===== src/rtl/node_msg_port.sv =====
// Self-port endpoint: packs PU requests into mesh messages toward the router
// mailbox, and filters/buffers router outqueue traffic for delivery to the PU.
module node_msg_fifo #(
    parameter int W     = 8,
    parameter int DEPTH = 4
) (
    input  logic         clk,
    input  logic         reset,
    input  logic         push_i,
    input  logic         pop_i,
    input  logic [W-1:0] wdata_i,
    output logic [W-1:0] rdata_o,
    output logic         full_o,
    output logic         empty_o
);
    localparam int AW = $clog2(DEPTH);

    logic [W-1:0] mem_q [DEPTH];
    logic [AW:0]  wr_ptr_q, wr_ptr_d;
    logic [AW:0]  rd_ptr_q, rd_ptr_d;

    assign empty_o = (wr_ptr_q == rd_ptr_q);
    assign full_o  = (wr_ptr_q[AW] != rd_ptr_q[AW]) &&
                     (wr_ptr_q[AW-1:0] == rd_ptr_q[AW-1:0]);
    assign rdata_o = mem_q[rd_ptr_q[AW-1:0]];

    always_comb begin
        wr_ptr_d = wr_ptr_q;
        rd_ptr_d = rd_ptr_q;
        if (push_i) wr_ptr_d = wr_ptr_q + 1'b1;
        if (pop_i)  rd_ptr_d = rd_ptr_q + 1'b1;
    end

    always_ff @(posedge clk) begin
        if (reset) begin
            wr_ptr_q <= '0;
            rd_ptr_q <= '0;
        end else begin
            wr_ptr_q <= wr_ptr_d;
            rd_ptr_q <= rd_ptr_d;
        end
    end

    // Storage is deliberately left unreset; the pointers define validity.
    always_ff @(posedge clk) begin
        if (push_i) mem_q[wr_ptr_q[AW-1:0]] <= wdata_i;
    end
endmodule

module node_msg_port #(
    parameter int CORDINATE_WIDTH = 4,
    parameter int COST_WIDTH      = 2,
    parameter int MAX_HOP_WIDTH   = 3,
    parameter int TIMESTAMP_WIDTH = 8,
    parameter int MSG_TYPE_WIDTH  = 2,
    parameter int MSG_WIDTH       = 6*CORDINATE_WIDTH + COST_WIDTH +
                                    MAX_HOP_WIDTH + TIMESTAMP_WIDTH +
                                    MSG_TYPE_WIDTH,
    parameter int BODY_WIDTH      = MSG_WIDTH - 4*CORDINATE_WIDTH,
    parameter int TX_DEPTH        = 4,
    parameter int RX_DEPTH        = 4
) (
    input  logic                       clk,
    input  logic                       reset,
    input  logic [CORDINATE_WIDTH-1:0] ROW_ID,
    input  logic [CORDINATE_WIDTH-1:0] COL_ID,
    input  logic                       tx_valid_in,
    output logic                       tx_ready_out,
    input  logic [CORDINATE_WIDTH-1:0] tx_dest_row,
    input  logic [CORDINATE_WIDTH-1:0] tx_dest_col,
    input  logic [BODY_WIDTH-1:0]      tx_body,
    output logic [MSG_WIDTH-1:0]       mailbox_value_out,
    output logic                       mailbox_valid_out,
    input  logic                       mailbox_ready_in,
    input  logic [MSG_WIDTH-1:0]       outqueue_value_in,
    input  logic                       outqueue_valid_in,
    output logic                       outqueue_ready_out,
    output logic                       rx_valid_out,
    input  logic                       rx_ready_in,
    output logic [CORDINATE_WIDTH-1:0] rx_src_row,
    output logic [CORDINATE_WIDTH-1:0] rx_src_col,
    output logic [BODY_WIDTH-1:0]      rx_body,
    output logic                       idle,
    output logic                       err_misroute,
    output logic [15:0]                tx_count,
    output logic [15:0]                rx_count,
    output logic [15:0]                drop_count
);
    localparam int CW  = CORDINATE_WIDTH;
    localparam int RXW = MSG_WIDTH - 2*CW;

    logic                 tx_full, tx_empty, tx_push, tx_pop;
    logic [MSG_WIDTH-1:0] tx_head, tx_msg;
    logic                 rx_full, rx_empty, rx_push, rx_pop;
    logic                 rx_hs, rx_match, rx_drop;
    logic [RXW-1:0]       rx_head;
    logic [2*CW-1:0]      rx_dest;

    logic [15:0] tx_count_q, tx_count_d;
    logic [15:0] rx_count_q, rx_count_d;
    logic [15:0] drop_count_q, drop_count_d;
    logic        err_q, err_d;

    assign tx_ready_out = ~tx_full;
    assign tx_push      = tx_valid_in & ~tx_full;
    assign tx_msg       = {tx_dest_row, tx_dest_col, ROW_ID, COL_ID, tx_body};

    // The router writes on valid alone, so valid must be gated by ready.
    assign mailbox_valid_out = ~tx_empty & mailbox_ready_in;
    assign tx_pop            = mailbox_valid_out;
    assign mailbox_value_out = tx_empty ? '0 : tx_head;

    node_msg_fifo #(.W(MSG_WIDTH), .DEPTH(TX_DEPTH)) u_tx_fifo (
        .clk     (clk),
        .reset   (reset),
        .push_i  (tx_push),
        .pop_i   (tx_pop),
        .wdata_i (tx_msg),
        .rdata_o (tx_head),
        .full_o  (tx_full),
        .empty_o (tx_empty)
    );

    assign outqueue_ready_out = ~rx_full;
    assign rx_hs    = outqueue_valid_in & ~rx_full;
    assign rx_dest  = outqueue_value_in[MSG_WIDTH-1 -: 2*CW];
    assign rx_match = (rx_dest == {ROW_ID, COL_ID}) && (rx_dest != '1);
    assign rx_push  = rx_hs & rx_match;
    assign rx_drop  = rx_hs & ~rx_match;

    assign rx_valid_out = ~rx_empty;
    assign rx_pop       = rx_valid_out & rx_ready_in;
    assign rx_src_row   = rx_empty ? '0 : rx_head[RXW-1 -: CW];
    assign rx_src_col   = rx_empty ? '0 : rx_head[RXW-CW-1 -: CW];
    assign rx_body      = rx_empty ? '0 : rx_head[BODY_WIDTH-1:0];

    node_msg_fifo #(.W(RXW), .DEPTH(RX_DEPTH)) u_rx_fifo (
        .clk     (clk),
        .reset   (reset),
        .push_i  (rx_push),
        .pop_i   (rx_pop),
        .wdata_i (outqueue_value_in[RXW-1:0]),
        .rdata_o (rx_head),
        .full_o  (rx_full),
        .empty_o (rx_empty)
    );

    // Any handshake in flight this cycle also counts as activity.
    assign idle = tx_empty & rx_empty & ~tx_push & ~rx_hs &
                  ~mailbox_valid_out & ~rx_valid_out;

    always_comb begin
        tx_count_d   = tx_count_q;
        rx_count_d   = rx_count_q;
        drop_count_d = drop_count_q;
        err_d        = err_q;
        if (tx_pop && tx_count_q != 16'hFFFF)
            tx_count_d = tx_count_q + 16'd1;
        if (rx_push && rx_count_q != 16'hFFFF)
            rx_count_d = rx_count_q + 16'd1;
        if (rx_drop) begin
            err_d = 1'b1;
            if (drop_count_q != 16'hFFFF)
                drop_count_d = drop_count_q + 16'd1;
        end
    end

    always_ff @(posedge clk) begin
        if (reset) begin
            tx_count_q   <= '0;
            rx_count_q   <= '0;
            drop_count_q <= '0;
            err_q        <= 1'b0;
        end else begin
            tx_count_q   <= tx_count_d;
            rx_count_q   <= rx_count_d;
            drop_count_q <= drop_count_d;
            err_q        <= err_d;
        end
    end

    assign tx_count     = tx_count_q;
    assign rx_count     = rx_count_q;
    assign drop_count   = drop_count_q;
    assign err_misroute = err_q;
endmodule


===== config.mk =====
export PLATFORM = sky130hd
export DESIGN_NAME = node_msg_port
export DESIGN_NICKNAME = d
export VERILOG_FILES = /design/src/rtl/node_msg_port.sv
export SDC_FILE = /design/constraint.sdc
export NUM_CORES = 1
export LEC_CHECK = 0
export BUFFER_PORTS_ARGS = -buffer_cell sky130_fd_sc_hd__buf_2
export CORE_ASPECT_RATIO = 1.5
export CORE_UTILIZATION = 45
export CTS_CLUSTER_SIZE = 28
export DETAILED_ROUTE_END_ITERATION = 16
export PLACE_DENSITY = 0.78
export REMOVE_ABC_BUFFERS = 1
export SLEW_MARGIN = 20
export SYNTH_ARGS = -nofsm -noshare
export SYNTH_HDL_FRONTEND = slang
export SYNTH_SLANG_ARGS = --single-unit
export TNS_END_PERCENT = 100

===== constraint.sdc =====
create_clock -name clk -period 3.08 [get_ports clk]
set_input_delay 0.154 -clock clk [delete_from_list [all_inputs] [get_ports clk]]
set_output_delay 0.154 -clock clk [all_outputs]
set_load 0.005 [all_outputs]

* Word-level counts from Yosys, hierarchy flattened
Memories as Yosys holds them, arrays and structs flattened. A register that Yosys moved wholly into a read port is not among the register bits. Index checks and enable logic that the tools add are counted.
Word-level totals: flip-flop bits (word level) 61, memory bits (writable) 280, input bits 84, memories kept 2
Memories:
- u_tx_fifo.mem_q | depth 4, bits a word 39, read ports 1, clocked after Yosys merged registers in 1, wr ports 1, line 18 | logic [W-1:0] mem_q [DEPTH];
- u_rx_fifo.mem_q | depth 4, bits a word 31, read ports 1, clocked after Yosys merged registers in 1, wr ports 1, line 18
Operators by class: mux-type cells 12, bitwise gates (word level) 19, reduce and logical (&&, ||, !) cells 6, equal/unequal tests 11, add/subtract/negate cells 7
Operators by type and width (count):
- adder 16 x 1 -> 16 bit, second input constant | 3
- inequality test 16 bit, second input constant | 3
- two-way mux 39 bit | 1
- two-way mux 23 bit | 1
- adder 3 x 1 -> 3 bit, second input constant | 4
- AND 1 bit | 11
- == test 8 bit | 1
- two-way mux 2 bit | 4
- two-way mux 4 bit | 2
- inequality test 8 bit, second input constant | 1
- NOT 1 bit | 8
- == test 3 bit | 2
- logical AND 1 bit | 5
- == test 2 bit | 2
- two-way mux 1 bit | 4
- inequality test 1 bit | 2
- AND reduction 2 bit | 1

* Logic depth before layout (Yosys ltp)
depth after elaboration 9, gate-level depth with buffers 9

* Hierarchy
A second synthesis with hierarchy kept.
Second synthesis, totals: cell total of the unflattened synthesis 844, area total of the unflattened synthesis 14043.5 µm²
Modules (own cells, without submodules):
- node_msg_fifo at u_tx_fifo | cells an instance 243, instances 1, area an instance 6017.0 µm²
- node_msg_fifo at u_rx_fifo | cells an instance 201, instances 1, area an instance 4873.4 µm²
- node_msg_port | cells an instance 400, instances 1, area an instance 3153.0 µm²

* Least setup slack after synthesis
Ideal clock, no wire load.
path type reg-to-reg, start point reg u_rx_fifo.wr_ptr_q[1], end point mem u_rx_fifo.mem_q[2][0] (netlist bit), enable pin, arrival 2.928 ns, setup slack -0.267 ns, library setup time 0.419 ns, buffers on the path 3, stages on the path, launching flop included 8, cell sequence dfxtp_1 -> xnor2_1 -> a31oi_2 -> or4b_1 -> buf_6 -> buf_6 -> buf_2 -> nor2_1
On the way: longest elaborated chain between the ends 7
Ends and longest elaborated chain:
- start: declaration | line 19 | logic [AW:0] wr_ptr_q, wr_ptr_d;
- start signal: assignment | line 39 | wr_ptr_q <= wr_ptr_d;
- == test 2 bit | line 24 | (wr_ptr_q[AW-1:0] == rd_ptr_q[AW-1:0]);
- logical AND 1 bit | line 23 | assign full_o = (wr_ptr_q[AW] != rd_ptr_q[AW]) &&
- NOT 1 bit | line 125 | assign rx_hs = outqueue_valid_in & ~rx_full;
- AND 1 bit | line 125
- AND 1 bit | line 128 | assign rx_push = rx_hs & rx_match;
- two-way mux 1 bit | line 46 | if (push_i) mem_q[wr_ptr_q[AW-1:0]] <= wdata_i;
- two-way mux 1 bit (not written as such) | line 46
- end: declaration | line 18
Parallel ways exist; a longest one is shown, timed or not.

* Worst setup path in the final report
start point in ROW_ID[3], end point mem u_rx_fifo.mem_q[1][0] (netlist bit), enable pin
On the way: longest elaborated chain between the ends 5
Ends and longest elaborated chain:
- start: declaration | line 65 | input logic [CORDINATE_WIDTH-1:0] ROW_ID,
- == test 8 bit | line 127 | assign rx_match = (rx_dest == {ROW_ID, COL_ID}) && (rx_dest != '1);
- logical AND 1 bit | line 127
- AND 1 bit | line 128
- two-way mux 1 bit | line 46
- two-way mux 1 bit (not written as such) | line 46
Every way passes these cells.

==> metrics.md <==
| Metric | Value |
|---|---|
| Die area | `31700 µm²` |
| F_max | `395 MHz` |
| Peak VDD IR | `0.485 mV` |
| Maximum root-to-sink buffer count | `3` |
| Multi-input gate area | `4040 µm²` |
| Largest net degree at the start of global routing | `47` |
| Die width | `146 µm` |
| Post-synthesis sequential area ratio | `69.6%` |
| Min cycle time layout | `2.53 ns` |
| P_sw | `2.36 mW` |
| Predominant post-synthesis flop cell | `edfxtp_1` |
| Setup_tns | `0 ns` |
| Synth async-reset ratio | `0%` |
| R2r setup slk | `0.60 ns` |
| R2r endpoint | `u_rx_fifo.mem_q[1][0]$_DFFE_PP_` |
| CP arrival | `2.74 ns` |
| Hold_ws | `0.228 ns` |
| Dpl hpwl | `18.7 mm` |
| Filler cell count in the final layout | `2269` |
| Die Span Y | `218 µm` |
| Site Rows | `78` |
| Antenna viol nets, final | `0` |
| CTS clk-pin slew, worst paths | `0.06 ns` |
| Total grt overflow | `0` |
| HP Class | `input port to flop` |
| Yosys Warn Count | `0` |
| DRT Wirelength | `30.2 mm` |
| First-pass GRT wire length | `46.7 mm` |
| Unrepaired setup endpoints after global routing | `no` |
| Cts hold-fix bufs | `71` |
| Nets | `1238` |
| Placer congestion estimate | `0.803` |
| Cell Chain, Critical Path | `dlygate4sd3_1 > buf_2 > xnor2_1 > nand4_1 > or4b_1 > buf_4 > nor2_4 > buf_12` |
| Hold Path Stages | `6` |
| DRC | `0` |
| Register Area | `9710 µm²` |
| TritonCTS clock tree | `built` |
| WP data required | `3.28 ns` |
| Crit end category | `flop` |
| Slew headroom | `30.3%` |
| Initial antenna violation count | `0` |
| Synth Register Bits | `345` |
| Max-cap violations | `0` |
| Combinational cell fraction of total power | `11.4%` |
| GRT Resource Usage Total | `19.2%` |
| Internal power | `8.52 mW` |
| Root buffer cell | `clkbuf_16` |
| Count of input and output buffers | `207` |
| DR WL/cell | `19.3 µm` |
| CP startpoint kind | `input port` |
| Leak | `6.22 nW` |
| P&R area growth vs syn | `25.6%` |
| Number of CTS-inserted buffers | `34` |
| EDFF count, synth | `280` |
| Total core area | `30400 µm²` |
| Switching share of power | `21.7%` |
| Fraction of layout cells with a size suffix above 1 | `31.9%` |
| Skew final | `0.0144 ns` |
| Vias per cell | `5.34` |
| Seq pwr share | `48.1%` |
| Setup Buffers After CTS | `0` |
| Pwr Density | `621 nW/µm²` |
| Number of global-route vias before repair | `8546` |
| 1st-iter DRT viols | `490` |
| Worst-path fanout max | `36` |
| Mapped cell area | `14000 µm²` |
| Clock share of power | `40.5%` |
| Max incr delay on CP | `0.56 ns` |
| Final core occ | `57.7%` |
| Sink Count | `345` |
| Top Ports | `208` |
| Cell count after synthesis | `847` |
| Number of gates resized after CTS | `0` |
| Final Cycle Share | `82.2%` |
| Hold path start | `outqueue_valid_in` |
| First drt pass iteration count | `4` |
| Slowest library cell on the worst path | `dlygate4sd3_1` |
| Critical path class | `input port to flop` |
| Final hold violation count | `0` |
| H-tree lvl count | `2` |
| Fin. max-slew vios | `0` |
| Slew @ Worst Pin | `1.03 ns` |
| Outcome | `complete, no violations` |
| Initial core utilization | `46.0%` |
| Endpoint, Worst Hold | `err_misroute$_SDFFE_PP0P_` |
| Worst Reg2Reg Path Length in Cells | `6` |
| Setup violators final | `0` |
| Power, Total | `10.9 mW` |
| Clock Latency Late Sink | `0.51 ns` |
| Worst reg2reg startpoint | `u_rx_fifo.wr_ptr_q[1]$_SDFFE_PP0P_` |
| Post-synthesis cell type count | `46` |
| Syn Area/Cell | `16.5 µm²` |
| Vias after detailed routing | `8373` |
[registers in the layout (all words and copies together), names as in the netlist, named ones only]
name,count
u_tx_fifo.mem_q,156
u_rx_fifo.mem_q,124
drop_count,16
rx_count,16
tx_count,16
u_rx_fifo.rd_ptr_q,3
u_rx_fifo.wr_ptr_q,3
u_tx_fifo.rd_ptr_q,3
u_tx_fifo.wr_ptr_q,3
err_misroute,1
[layout by cell type, fill, tap and decap left out, types with 4 or more instances in the layout]
cell and n:
edfxtp_1 280, buf_2 207, dlygate4sd3_1 71, mux4_2 70
dfxtp_1 62, nor2b_1 47, nor2_1 44, clkbuf_16 35
and2_1 32, xnor2_1 30, a21oi_1 27, inv_1 19
nand3_1 19, nand2_1 15, o31ai_1 14, nand4_1 14
buf_4 14, nor4_1 13, or4_1 13, ha_1 13
o21ai_0 11, or3_1 9, and3_1 8, xor2_1 7
nor3_1 7, bufinv_16 7, clkinv_1 7, buf_12 7
and4_1 5, clkinv_2 5, nor2_4 4, and2_2 4
mux2_1 4
[metrics by stage]
stage	instances	area [µm²]	worst slack [ns]
2_1_floorplan	806	13800	-0.342
3_3_place_gp	1434	15600	0.658
4_1_cts	1565	17500	0.568
3_5_place_dp	1434	15600	0.599
6_report	1567	17500	0.549
5_1_grt	1565	17500	0.408
[cell type report]
cell class | instances | share of cell area (%)
Clock buffer | 39 | 5.26
Antenna cell | 2 | 0.0286
Clock inverter | 21 | 1.59
Inverter | 19 | 0.407
Sequential cell | 345 | 55.4
Tap cell | 400 | 2.86
Timing Repair Buffer | 299 | 11.4
Multi-Input combinational cell | 442 | 23.1
[power by group through the flow]
stage          clock [mW]  combinational, mW  sequential (mW)
6_report             4.41               1.24             5.23
5_1_grt              4.69               1.34             5.24
4_1_cts              4.50               1.26             5.23
3_5_place_dp            0               1.17             5.33
3_3_place_gp            0               1.15             5.32
2_1_floorplan           0              0.603             5.38
[critical path: cells and delay by family]
family / cells / cell delay, ns
buffers and inverters: 4 / 1.25
xor gates and xnor gates: 1 / 0.18
and+or+nand+nor: 3 / 1.11
[worst max path at each step]
| stage | startpoint | to | slack [ns] | depth (start not counted) |
|---|---|---|---|---|
| 3_3_place_gp | COL_ID[2] | u_rx_fifo.mem_q[1][2]$_DFFE_PP_ | 0.66 | 7 |
| 3_5_place_dp | u_rx_fifo.wr_ptr_q[1]$_SDFFE_PP0P_ | u_rx_fifo.mem_q[1][0]$_DFFE_PP_ | 0.60 | 6 |
| 6_report | ROW_ID[3] | u_rx_fifo.mem_q[1][0]$_DFFE_PP_ | 0.55 | 8 |
| 5_1_grt | ROW_ID[3] | u_rx_fifo.mem_q[1][0]$_DFFE_PP_ | 0.41 | 8 |
| 2_1_floorplan | u_rx_fifo.wr_ptr_q[1]$_SDFFE_PP0P_ | u_rx_fifo.mem_q[0][0]$_DFFE_PP_ | -0.34 | 4 |
| 4_1_cts | flop | rx_body[18] | 0.57 | 4 |
[routing by layer]
metal / routed length [µm] / GRT usage, % / vias up
met4: 907 / 7.82 / 0
met5: 0 / 0 / -
met2: 15900 / 34.6 / 277
li1: - / - / 3874
met1: 11600 / 22.6 / 4165
met3: 1770 / 3.43 / 57
[kinds of logic after synthesis]
group | count (synthesis) | synth area share (%)
adders and majority gates | 13 | 1.17
buffers and inverters | 60 | 1.78
muxes | 79 | 12.0
xor gates and xnor gates | 37 | 2.32
DFF | 345 | 69.6
AOI/OAI and AO/OA | 64 | 2.86
and+or+nand+nor | 249 | 10.3
[synthesized netlist by cell type, types with 14 or more instances]
cell,number,share of area [%]
edfxtp_1,280,60
mux4_2,70,11
dfxtp_1,65,9.3
nor2_1,48,1.3
nor2b_1,47,2.1
and2_1,36,1.6
xnor2_1,30,1.9
a21oi_1,27,0.97
clkbuf_1,27,0.73
inv_1,19,0.51
nand3_1,19,0.68
nand2_1,15,0.40
o31ai_1,15,0.81
nand4_1,14,0.63
Power figures use the tool's default switching activity.
